## src/rtl/mem_port_arbiter.sv

```systemverilog
// Single-port memory arbiter between instruction fetch and data load/store; data side has priority.
// Optional MEM_ARB_STATS_EN adds a saturating fetch/data conflict counter with synchronous clear.
module mem_port_arbiter #(
  parameter int ADDR_W = 32,
  parameter int DATA_W = 32
`ifdef MEM_ARB_STATS_EN
  ,
  parameter int CNT_W  = 16
`endif
) (
  input  logic              clk,
  input  logic              rst,
  input  logic              if_req,
  input  logic [ADDR_W-1:0] if_addr,
  output logic [DATA_W-1:0] if_rdata,
  output logic              if_valid,
  input  logic              dm_req,
  input  logic              dm_we,
  input  logic [ADDR_W-1:0] dm_addr,
  input  logic [DATA_W-1:0] dm_wdata,
  output logic [DATA_W-1:0] dm_rdata,
  output logic              dm_valid,
  output logic              mem_req,
  output logic              mem_we,
  output logic [ADDR_W-1:0] mem_addr,
  output logic [DATA_W-1:0] mem_wdata,
  input  logic [DATA_W-1:0] mem_rdata,
  input  logic              mem_ack,
  output logic              stall_f,
  output logic              stall_m,
  output logic              busy
`ifdef MEM_ARB_STATS_EN
  ,
  input  logic              stat_clr,
  output logic [CNT_W-1:0]  conflict_cnt
`endif
);

  typedef enum logic [1:0] {
    IDLE    = 2'd0,
    BUSY_IF = 2'd1,
    BUSY_DM = 2'd2,
    RESP    = 2'd3
  } state_t;

  state_t r_state;
  state_t w_state_nxt;
  logic   w_grant_dm;
  logic   w_grant_if;
  logic   w_ack_busy;
  logic   r_served_dm;

  assign busy       = (r_state == BUSY_IF) || (r_state == BUSY_DM);
  assign w_ack_busy = busy & mem_ack;
  assign stall_f    = if_req & ~if_valid;
  assign stall_m    = dm_req & ~dm_valid;

  // State register
  always_ff @(posedge clk or posedge rst) begin
    if (rst) begin
      r_state <= IDLE;
    end else begin
      r_state <= w_state_nxt;
    end
  end

  // Next-state and grant decode; RESP excludes the side whose req is still up from the finished access
  always_comb begin
    w_state_nxt = r_state;
    w_grant_dm  = 1'b0;
    w_grant_if  = 1'b0;
    case (r_state)
      IDLE: begin
        if (dm_req) begin
          w_grant_dm  = 1'b1;
          w_state_nxt = BUSY_DM;
        end else if (if_req) begin
          w_grant_if  = 1'b1;
          w_state_nxt = BUSY_IF;
        end else begin
          w_state_nxt = IDLE;
        end
      end
      BUSY_IF, BUSY_DM: begin
        if (mem_ack) begin
          w_state_nxt = RESP;
        end else begin
          w_state_nxt = r_state;
        end
      end
      RESP: begin
        if (r_served_dm) begin
          if (if_req) begin
            w_grant_if  = 1'b1;
            w_state_nxt = BUSY_IF;
          end else begin
            w_state_nxt = IDLE;
          end
        end else begin
          if (dm_req) begin
            w_grant_dm  = 1'b1;
            w_state_nxt = BUSY_DM;
          end else begin
            w_state_nxt = IDLE;
          end
        end
      end
      default: begin
        w_state_nxt = IDLE;
      end
    endcase
  end

  // Memory-side request fields and requester responses
  always_ff @(posedge clk or posedge rst) begin
    if (rst) begin
      mem_req     <= 1'b0;
      mem_we      <= 1'b0;
      mem_addr    <= {ADDR_W{1'b0}};
      mem_wdata   <= {DATA_W{1'b0}};
      if_rdata    <= {DATA_W{1'b0}};
      dm_rdata    <= {DATA_W{1'b0}};
      if_valid    <= 1'b0;
      dm_valid    <= 1'b0;
      r_served_dm <= 1'b0;
    end else begin
      if_valid <= 1'b0;
      dm_valid <= 1'b0;
      if (w_grant_dm) begin
        mem_req     <= 1'b1;
        mem_we      <= dm_we;
        mem_addr    <= dm_addr;
        mem_wdata   <= dm_wdata;
        r_served_dm <= 1'b1;
      end else if (w_grant_if) begin
        mem_req     <= 1'b1;
        mem_we      <= 1'b0;
        mem_addr    <= if_addr;
        r_served_dm <= 1'b0;
      end else if (w_ack_busy) begin
        mem_req <= 1'b0;
        mem_we  <= 1'b0;
        if (r_served_dm) begin
          dm_valid <= 1'b1;
          // stores leave the last load data untouched
          if (!mem_we) begin
            dm_rdata <= mem_rdata;
          end
        end else begin
          if_valid <= 1'b1;
          if_rdata <= mem_rdata;
        end
      end
    end
  end

`ifdef MEM_ARB_STATS_EN
  // Saturating conflict counter, clear wins over increment
  always_ff @(posedge clk or posedge rst) begin
    if (rst) begin
      conflict_cnt <= {CNT_W{1'b0}};
    end else if (stat_clr) begin
      conflict_cnt <= {CNT_W{1'b0}};
    end else if (if_req && dm_req && (stall_f || stall_m) && (conflict_cnt != {CNT_W{1'b1}})) begin
      conflict_cnt <= conflict_cnt + {{(CNT_W-1){1'b0}}, 1'b1};
    end
  end
`endif

endmodule

```

## config.mk

```make
export PLATFORM = sky130hd
export DESIGN_NAME = mem_port_arbiter
export DESIGN_NICKNAME = d
export VERILOG_FILES = /design/src/rtl/mem_port_arbiter.sv
export SDC_FILE = /design/constraint.sdc
export NUM_CORES = 1
export LEC_CHECK = 0
export CAP_MARGIN = 20
export CELL_PAD_IN_SITES_DETAIL_PLACEMENT = 0
export CELL_PAD_IN_SITES_GLOBAL_PLACEMENT = 1
export CORE_MARGIN = 4
export CORE_UTILIZATION = 33
export DETAILED_ROUTE_END_ITERATION = 7
export GPL_TIMING_DRIVEN = 0
export PLACE_DENSITY_LB_ADDON = 0.1
export SYNTH_ARGS = -nofsm -noshare
export SYNTH_HDL_FRONTEND = slang
export SYNTH_SLANG_ARGS = --single-unit
```

## constraint.sdc

```tcl
create_clock -name clk -period 6.14 [get_ports clk]
set_input_delay 1.228 -clock clk [delete_from_list [all_inputs] [get_ports clk]]
set_output_delay 1.228 -clock clk [all_outputs]
set_load 0.02 [all_outputs]
```

After elaboration in Yosys (flattened, before gate mapping)
Index checks and enable logic that the tools add are counted.
Cells by class
  bitwise operators: 9
  reductions and logical operators: 7
  multiplexer cells: 30
  equality and inequality tests: 4
Operators with widths (number)
  $mux 32: 2
  $mux 1: 21
  $mux 2: 4
  $not 1->1: 6
  $pmux 2 s3: 1
  $reduce_and 5->1: 1
  $eq 2x2->1 const B: 2
  $pmux 1 s2: 2
  $reduce_and 4->1: 1
  $and 1x1->1: 3
  $reduce_bool 3->1: 1
  $eq 2x1->1 const B: 1
  $logic_not 2->1: 1
  $ne 2x2->1 const B: 1
  $reduce_bool 2->1: 1
  $reduce_or 2->1: 1
  $logic_or 1x1->1: 1
Storage, ports and cells
  output and inout bits: 135
  logic and storage cells: 60
  register bits after elaboration: 135

Logic depth before layout (Yosys ltp)
Gate-level depths: netlist (run 1).
  word-level depth: 6
  gate-level depth with buffers: 8
  gate-level depth less buffers: 5

Least setup slack after synthesis (run 1)
Ideal clock, no wire load.
  kind: input port to output port
  from: input dm_req
  to: output stall_m
  stages: 3
  data arrival time: 1.954 ns
  slack: 2.958 ns
  data required time: 4.912 ns
  buffers on the path: 2
  cells stage by stage: buf_6 -> clkbuf_1 -> nor2b_1
Between the ends
  word-level cells in the longest chain between the ends: 1
Ends and longest elaborated chain
  start: declaration: line 17  | input logic dm_req,
  $and 1x1->1: line 56  | assign stall_m = dm_req & ~dm_valid;
  end: declaration: line 30  | output logic stall_m,
No other way between the ends.

Worst setup path in the final report (run 1)
Ends and elaborated chain as after synthesis.

==> results.json, run 1 <==
{
  "outcome": "finished clean",
  "cts_root_buf": "clkbuf_16",
  "crit_type": "in2out",
  "crit_top_cell": "clkdlybuf4s50_1",
  "drv_cap": 0,
  "synthCells": 488,
  "crit_path_start_kind": "input port",
  "core_area_um2": 18800,
  "cts_hold_buf": 0,
  "yosys-top-cells-area": "dfrtp_1 (53%), mux2_2 (12%), mux2_4 (6.6%)",
  "cp.depth": 5,
  "cpLargestDelayFamily": "buffers and inverters",
  "die_h_um": 147,
  "post_cts_buffers": 0,
  "clockBufferDepth": 2,
  "timing.final.max_slew_violations": 0,
  "remaining_drc_errors": 0,
  "fp.dieW_um": 147,
  "dpl_worst_slack_ns": 1.77,
  "cts-resized-gates": 0,
  "seq_area_frac_synth_pct": 53.2,
  "synth_fp_nets": 624,
  "cts_made_buffers": 17,
  "finalCritPeriodShare_pct": 71.3,
  "drt-pass1-iter-count": 4,
  "cp_num_buf_inv": 4,
  "clock_skew_ns": 0.0136,
  "worstPathArrival_ns": 3.15,
  "syn-cell-area_um2": 6350,
  "fin_ws_ns": 1.76,
  "post-route-min-period_ns": 4.38,
  "ys_ff_latch": 135,
  "yosys.area.top_type": "dfrtp_1",
  "pin_count": 269,
  "worstPathRequired_ns": 4.91,
  "layout.nets": 911,
  "crit_slowest_cell": "clkdlybuf4s50_1",
  "ir_drop_mv": 0.325,
  "syn_area_per_cell_um2": 13.0,
  "clock_latency_ns": 0.42,
  "worstMarginPinSlew_ns": 0.593,
  "grt_pass1_wl_um": 34300,
  "yosysMostFrequentCell": "dfrtp_1",
  "syn2layout_area_growth_pct": 57.4,
  "rsz0062_at_grt": "no",
  "routed_wl_um": 21300,
  "start_util_pct": 33.7,
  "crit_path_end_kind": "output port",
  "p_leak_nw": 4.02,
  "p_per_area_nw_per_um2": 598,
  "total_power_mw": 5.97,
  "cts_sinks": 135,
  "async_flop_share_pct": 100,
  "via_count": 5462,
  "htree_levels": 4,
  "dr.first_iter.drc_count": 327,
  "fin_area_um2": 9990,
  "synth_ff_type": "dfrtp_1",
  "relSlewSlack_pct": 60.5,
  "antenna_cells": 0,
  "viasPerCell": 5.21,
  "io_buffers": 267,
  "synth_edf_count": 0,
  "clk_pin_slew_ns": 0.06,
  "grt_max_degree": 73,
  "yosysTopAreaCellShare_pct": 53.2,
  "critical_path.cell_chain": "clkdlybuf4s50_1 > buf_6 > clkbuf_1 > nor2b_1 > clkdlybuf4s50_1",
  "grt_pass1_vias": 6012,
  "reg2reg_depth": 8,
  "antenna_found_initial": 0,
  "postRouteAntennaNets": 0,
  "path_max_fanout": 10,
  "die_area_um2": 21500,
  "yosysUniqueCellTypes": 34,
  "gp_congestion": 0.804,
  "grtUsageTotal_pct": 20.1,
  "cts_tree": "done",
  "rows": 50,
  "hp-class": "reg2reg",
  "synth_common_cells": "dfrtp_1 (135), mux2_2 (68), nand2_1 (36)",
  "timing.fmax_ghz": 0.228,
  "critPathMaxStageDelay_ns": 0.67,
  "hpwl_um": 15500,
  "place_area_um2": 9380,
  "n_fill_cell": 1639,
  "drive_above_1_share_pct": 19.7,
  "min_path_cells": 1,
  "setup_violations": 0,
  "yosys_warnings": 0,
  "grt_overflow": 0,
  "drt-wirelength-per-cell_um": 20.3,
  "finalHoldViolCount": 0
}
## stage by stage
step / std cells / hold WS (ns) / TNS [ns] / util [%]
floorplan: 488 / 0.579 / 0 / -
global placement: 1015 / 0.469 / -94.68 / 49.6
detailed placement: 1016 / 0.478 / 0 / 49.8
CTS: 1048 / 0.492 / 0 / 53.0
global route: 1048 / 0.503 / 0 / 53.0
finish: 1048 / 0.486 / 0 / 53.0
## routing by layer
metal	GRT usage, %	wire [µm]	vias to the layer above
met5	0	0	-
met3	7.64	1890	24
met4	5.32	291	0
met2	32.0	10400	253
met1	25.9	8690	2731
li1	-	-	2454
## cell families (layout without fill, tap and decap cells)
| logic type | count (synthesis) | count (layout) | synth area share [%] |
|---|---|---|---|
| compound gates | 109 | 109 | 15.2 |
| buf+inv | 63 | 363 | 5.13 |
| mux | 97 | 97 | 18.9 |
| simple gates | 82 | 82 | 7.22 |
| fa+ha+maj | 2 | 2 | 0.394 |
| flops | 135 | 135 | 53.2 |
## cell type report
| cell class | instances | area [µm²] | area share, % |
|---|---|---|---|
| Buffer | 55 | 295 | 2.96 |
| Timing Repair Buffer | 268 | 2700 | 27.0 |
| Tap cell | 260 | 325 | 3.26 |
| Clock buffer | 17 | 425 | 4.26 |
| Inverter | 8 | 35.0 | 0.351 |
| Clock inverter | 15 | 185 | 1.85 |
| Multi-Input combinational cell | 290 | 2640 | 26.5 |
| Sequential cell | 135 | 3380 | 33.8 |
## worst reg2reg max path, cell delays in order, from the launching register on
cell	delay, ns
dfrtp_1	0.38
inv_1	0.06
ha_1	0.36
buf_6	0.17
inv_1	0.06
buf_2	0.21
clkbuf_1	0.46
o2111ai_1	0.24
a41oi_1	0.25
## cell usage in the layout, fill, tap and decap left out, types with 28 or more instances in the layout
cell type / count
nand2_1: 36
a221oi_1: 32
o2111ai_1: 32
clkbuf_1: 31
mux2_4: 28
clkdlybuf4s50_1: 267
mux2_2: 68
nand3b_1: 32
dfrtp_1: 135
a41oi_1: 29
## power breakdown
group          switching (mW)  internal, mW
clock                   0.444         0.617
combinational            1.69          1.63
sequential              0.251          1.35
## path summary, 6_finish.rpt
check                                        from                  endpoint  slack, ns
max in group asynchronous                     rst  mem_addr[30]$_DFFE_PP0P_       4.10
max                                        dm_req                   stall_m       1.76
min in group asynchronous                     rst  dm_rdata[19]$_DFFE_PP0P_       1.26
min reg2reg                   mem_req$_DFFE_PP0P_       mem_req$_DFFE_PP0P_       0.49
min                           mem_req$_DFFE_PP0P_       mem_req$_DFFE_PP0P_       0.49
max reg2reg                r_state[0]$_DFFE_PP0P_  mem_addr[17]$_DFFE_PP0P_       3.88
## flip-flops by register name (all words and copies together), names as in the netlist
| register | count |
|---|---|
| r_served_dm | 1 |
| dm_valid | 1 |
| r_state | 2 |
| mem_we | 1 |
| mem_addr | 32 |
| if_valid | 1 |
| dm_rdata | 32 |
| if_rdata | 32 |
| mem_wdata | 32 |
| mem_req | 1 |
(Power assumes the default switching activity.)
==> run 2: changes to the inputs <==
Clock period 6.14 ns to 4.18 ns, I/O delays scaled along.
==> run 2 against run 1 <==
  * First-iteration DRC count decreased by 4.3%
  * Critical path type unchanged
  * Sequential power increased by 47%
  * Highest routed layer unchanged
  * Sequential cell count unchanged
  * Core utilization decreased by 0.080 points
  * Register-to-register slack got worse by 1.9 ns
  * Routed wire length increased by 0.55%
  * Die area unchanged
==> results.json, run 2 (synthesis gave the netlist of run 1 again) <==
{
  "pin_count": 269,
  "pwr-share-seq_pct": 27.2,
  "layout.nets": 913,
  "antenna_found_initial": 0,
  "timing.fmax_ghz": 0.278,
  "critical_path.cell_chain": "clkdlybuf4s50_1 > buf_6 > clkbuf_1 > nor2b_1 > clkdlybuf4s50_1",
  "p_per_area_nw_per_um2": 868,
  "hpwl_um": 15800,
  "grt_pass1_wl_um": 33800,
  "place_area_um2": 9410,
  "rows": 50,
  "dr.first_iter.drc_count": 313,
  "cts_hold_buf": 0,
  "grtUsageTotal_pct": 19.7,
  "clock_power_share_pct": 16.7,
  "worstPathArrival_ns": 2.76,
  "drv_cap": 0,
  "layout_commonest_cell": "clkdlybuf4s50_1",
  "crit_top_cell": "clkdlybuf4s50_1",
  "gp_congestion": 0.800,
  "postRouteAntennaNets": 0,
  "hp-class": "reg2reg",
  "critPathMaxStageDelay_ns": 0.65,
  "clk_pin_slew_ns": 0.06,
  "p_sw_share_pct": 40.4,
  "finalHoldViolCount": 0,
  "viasPerCell": 5.20,
  "path_max_fanout": 10,
  "fp.dieW_um": 147,
  "final_cell_mix": "clkdlybuf4s50_1 (267), dfrtp_1 (135), mux2_2 (68), nand2_1 (36)",
  "crit_slowest_cell": "clkdlybuf4s50_1",
  "rsz0062_at_grt": "no",
  "via_count": 5464,
  "antenna_cells": 0,
  "syn2layout_area_growth_pct": 57.1,
  "die_area_um2": 21500,
  "die_h_um": 147,
  "grt_overflow": 0,
  "drt-wirelength-per-cell_um": 20.4,
  "cts_root_buf": "clkbuf_16",
  "post-route-min-period_ns": 3.60,
  "crit_path_start_kind": "input port",
  "cts_made_buffers": 17,
  "timing.final.max_slew_violations": 0,
  "cts_tree": "done",
  "cts_sinks": 135,
  "ir_drop_mv": 0.412,
  "crit_path_end_kind": "output port",
  "worstPathRequired_ns": 3.34,
  "io_buffers": 267,
  "remaining_drc_errors": 0,
  "clockBufferDepth": 2,
  "clock_skew_ns": 0.00785,
  "post_cts_buffers": 0,
  "drt-pass1-iter-count": 5,
  "drive_above_1_share_pct": 19.9,
  "start_util_pct": 33.7,
  "setup_violations": 0,
  "cts-resized-gates": 0,
  "combPwrFrac_pct": 56.2,
  "p_leak_nw": 4.02,
  "clock_latency_ns": 0.42,
  "htree_levels": 4,
  "finalCritPeriodShare_pct": 86.1,
  "crit_type": "in2out",
  "relSlewSlack_pct": 59.3,
  "grt_max_degree": 43,
  "netSwitchingPower_mw": 3.50,
  "routed_wl_um": 21400,
  "tns_ns": 0,
  "grt_pass1_vias": 6045,
  "fin_area_um2": 9970,
  "core_area_um2": 18800,
  "intPower_mw": 5.16,
  "worstMarginPinSlew_ns": 0.609,
  "outcome": "finished clean"
}
-- run 2: worst max-delay path, delay by kind of cell --
family / cells / cell delay, ns
and+or+nand+nor: 1 / 0.19
buffers and inverters: 4 / 1.73
-- run 2: worst paths after layout --
kind                       cells past startpoint                         to  slack, ns                      from
max                                            5                    stall_m       0.58                    dm_req
min                                            1   dm_rdata[23]$_DFFE_PP0P_       0.50  dm_rdata[23]$_DFFE_PP0P_
max reg2reg                                    8   mem_addr[15]$_DFFE_PP0P_       1.97    r_state[0]$_DFFE_PP0P_
min reg2reg                                    1   dm_rdata[23]$_DFFE_PP0P_       0.50  dm_rdata[23]$_DFFE_PP0P_
max in group asynchronous                      5  mem_wdata[24]$_DFFE_PP0P_       2.21                       rst
min in group asynchronous                      2  mem_wdata[15]$_DFFE_PP0P_       0.83                       rst
-- run 2: cell type report --
class                           instances  area, µm²
Buffer                                 55        295
Clock buffer                           17        425
Fill cell                            1618       8860
Multi-Input combinational cell        290       2640
Clock inverter                         15        139
Inverter                                8       33.8
Timing Repair Buffer                  270       2730
Tap cell                              260        325
Sequential cell                       135       3380
-- run 2: metal layers --
layer	wire length (µm)	up-vias	global-route usage [%]
li1	-	2456	-
met2	10300	248	32.2
met5	0	-	0
met3	1870	33	7.01
met4	469	0	6.44
met1	8730	2727	24.5
-- run 2: power by group through the flow --
stage               combinational (mW)  clock, mW  sequential [mW]
CTS                               4.91       1.48             2.35
finish                            4.86       1.44             2.35
detailed placement                4.89          0             2.36
floorplan                         2.03          0             3.10
global placement                  4.83          0             2.33
global route                      5.19       1.54             2.43
-- run 2: per-stage QoR --
step                      hold WS [ns]  std cells  power [mW]  setup WS [ns]  utilization [%]
after detailed placement         0.477       1018        7.25          0.613             50.0
after global routing             0.520       1050        9.17          0.472             53.0
after floorplan                  0.579        488        5.13           1.66                -
after CTS                        0.496       1050        8.74          0.589             53.0
final                            0.500       1050        8.66          0.580             53.0
after global placement           0.469       1015        7.15          0.377             49.6
==> run 3: changes to the inputs <==
Settings changed: CORE_ASPECT_RATIO set to 0.9.
==> run 3 against run 2 <==
  * Combinational power is essentially flat
  * Core utilization grew 0.52 points
  * Clock skew grew 0.0030 ns
  * Via count shrank 0.26%
  * Count of clock-buffer cells in the layout grew 3
  * Sequential power is essentially flat
  * Register-to-register slack lost 0.03 ns
  * Die area is essentially flat
  * Largest cell class unchanged
  * Largest power group unchanged
  * Highest routed layer unchanged
==> results.json, run 3 (synthesis gave the netlist of run 1 again) <==
{
  "antenna_found_initial": 0,
  "dr.first_iter.drc_count": 291,
  "place_area_um2": 9390,
  "ir_drop_mv": 0.396,
  "cts_root_buf": "clkbuf_16",
  "outcome": "finished clean",
  "setup_violations": 0,
  "timing.fmax_ghz": 0.282,
  "die_h_um": 140,
  "worstMarginPinSlew_ns": 0.663,
  "n_fill_cell": 1603,
  "postRouteAntennaNets": 0,
  "rows": 47,
  "cpLargestDelayFamily": "buffers and inverters",
  "clockBufferDepth": 2,
  "netSwitchingPower_mw": 3.47,
  "cp_num_buf_inv": 4,
  "routed_wl_um": 21300,
  "crit_top_cell": "clkdlybuf4s50_1",
  "grtUsageTotal_pct": 19.9,
  "antenna_cells": 0,
  "worstPathRequired_ns": 3.34,
  "combPwrFrac_pct": 55.9,
  "p_leak_nw": 4.01,
  "crit_type": "in2out",
  "htree_levels": 4,
  "cts_sinks": 135,
  "worstPathArrival_ns": 2.71,
  "final_cell_mix": "clkdlybuf4s50_1 (267), dfrtp_1 (135), mux2_2 (68), nand2_1 (36), clkbuf_1 (34)",
  "multi_input_comb_area_um2": 2640,
  "fin_area_um2": 9970,
  "clock_power_share_pct": 17.2,
  "pin_count": 269,
  "layout.nets": 913,
  "finalCritPeriodShare_pct": 84.8,
  "clk_pin_slew_ns": 0.06,
  "cts_tree": "done",
  "utilization_pct": 53.5,
  "post-route-min-period_ns": 3.54,
  "start_util_pct": 34.0,
  "drt-pass1-iter-count": 4,
  "cts_hold_buf": 0,
  "seqCellArea_um2": 3380,
  "crit_path_end_kind": "output port",
  "relSlewSlack_pct": 55.7,
  "crit_slowest_cell": "clkdlybuf4s50_1",
  "die_area_um2": 21500,
  "p_sw_share_pct": 39.7,
  "hold_ws_ns": 0.498,
  "gp_congestion": 0.802,
  "drt-wirelength-per-cell_um": 20.6,
  "pwr-share-seq_pct": 26.8,
  "syn2layout_area_growth_pct": 57.1,
  "fp.dieW_um": 154,
  "hpwl_um": 15600,
  "grt_pass1_vias": 5949,
  "path_max_fanout": 10,
  "hp-class": "reg2reg",
  "grtUsageMet2_pct": 31.8,
  "busiest_layer": "met2",
  "grtUsageMet3_pct": 7.23,
  "drv_cap": 0,
  "viasPerCell": 5.27,
  "layout_commonest_cell": "clkdlybuf4s50_1",
  "cts-resized-gates": 0,
  "grt_pass1_wl_um": 34100,
  "critPathMaxStageDelay_ns": 0.65,
  "drive_above_1_share_pct": 19.5,
  "crit_path_start_kind": "input port",
  "timing.final.max_slew_violations": 0,
  "grt_overflow": 0,
  "tns_ns": 0,
  "grt_max_degree": 41,
  "post_cts_buffers": 0,
  "critical_path.cell_chain": "clkdlybuf4s50_1 > buf_6 > clkbuf_1 > nor2b_1 > clkdlybuf4s50_1",
  "p_per_area_nw_per_um2": 876,
  "core_area_um2": 18600,
  "grt_use_met1_pct": 25.4,
  "total_power_mw": 8.73,
  "intPower_mw": 5.26,
  "rsz0062_at_grt": "no",
  "finalHoldViolCount": 0,
  "via_count": 5450,
  "io_buffers": 267,
  "clock_latency_ns": 0.42,
  "remaining_drc_errors": 0,
  "cts_made_buffers": 17,
  "clock_skew_ns": 0.0109
}
## run 3: power groups by stage
stage | clock network, mW | registers, mW | logic [mW]
floorplan | 0 | 3.10 | 2.03
global placement | 0 | 2.32 | 4.83
detailed placement | 0 | 2.35 | 4.89
CTS | 1.54 | 2.35 | 4.92
global route | 1.61 | 2.43 | 5.20
finish | 1.51 | 2.34 | 4.88
## run 3: area by class of cell
| type | instances | share of cell area (%) |
|---|---|---|
| Timing Repair Buffer | 270 | 27.4 |
| Tap cell | 245 | 3.07 |
| Buffer | 55 | 2.96 |
| Clock inverter | 12 | 1.44 |
| Inverter | 8 | 0.339 |
| Multi-Input combinational cell | 290 | 26.5 |
| Sequential cell | 135 | 33.9 |
| Clock buffer | 20 | 4.38 |
## run 3: final timing paths
kind                                        start                       end  slack [ns]  cells after the start
min                           mem_req$_DFFE_PP0P_       mem_req$_DFFE_PP0P_        0.50                      1
max                                        dm_req                   stall_m        0.64                      5
max reg2reg                r_state[0]$_DFFE_PP0P_  mem_addr[12]$_DFFE_PP0P_        1.94                      8
max in group asynchronous                     rst  mem_wdata[0]$_DFFE_PP0P_        2.42                      4
min reg2reg                   mem_req$_DFFE_PP0P_       mem_req$_DFFE_PP0P_        0.50                      1
min in group asynchronous                     rst  dm_rdata[14]$_DFFE_PP0P_        0.86                      2
## run 3: per-layer routing
layer  share of wire, %  up-vias  wire (µm)
li1                   -     2463          -
met1                 41     2714       8840
met2                 49      247      10400
met3                8.2       26       1750
met4                1.7        0        363
met5                  0        -          0
## run 3: stage by stage
stage	worst slack, ns	cells
5_1_grt	0.506	1035
4_1_cts	0.619	1035
6_report	0.636	1035
3_5_place_dp	0.641	1003
2_1_floorplan	1.66	488
3_3_place_gp	0.404	1000
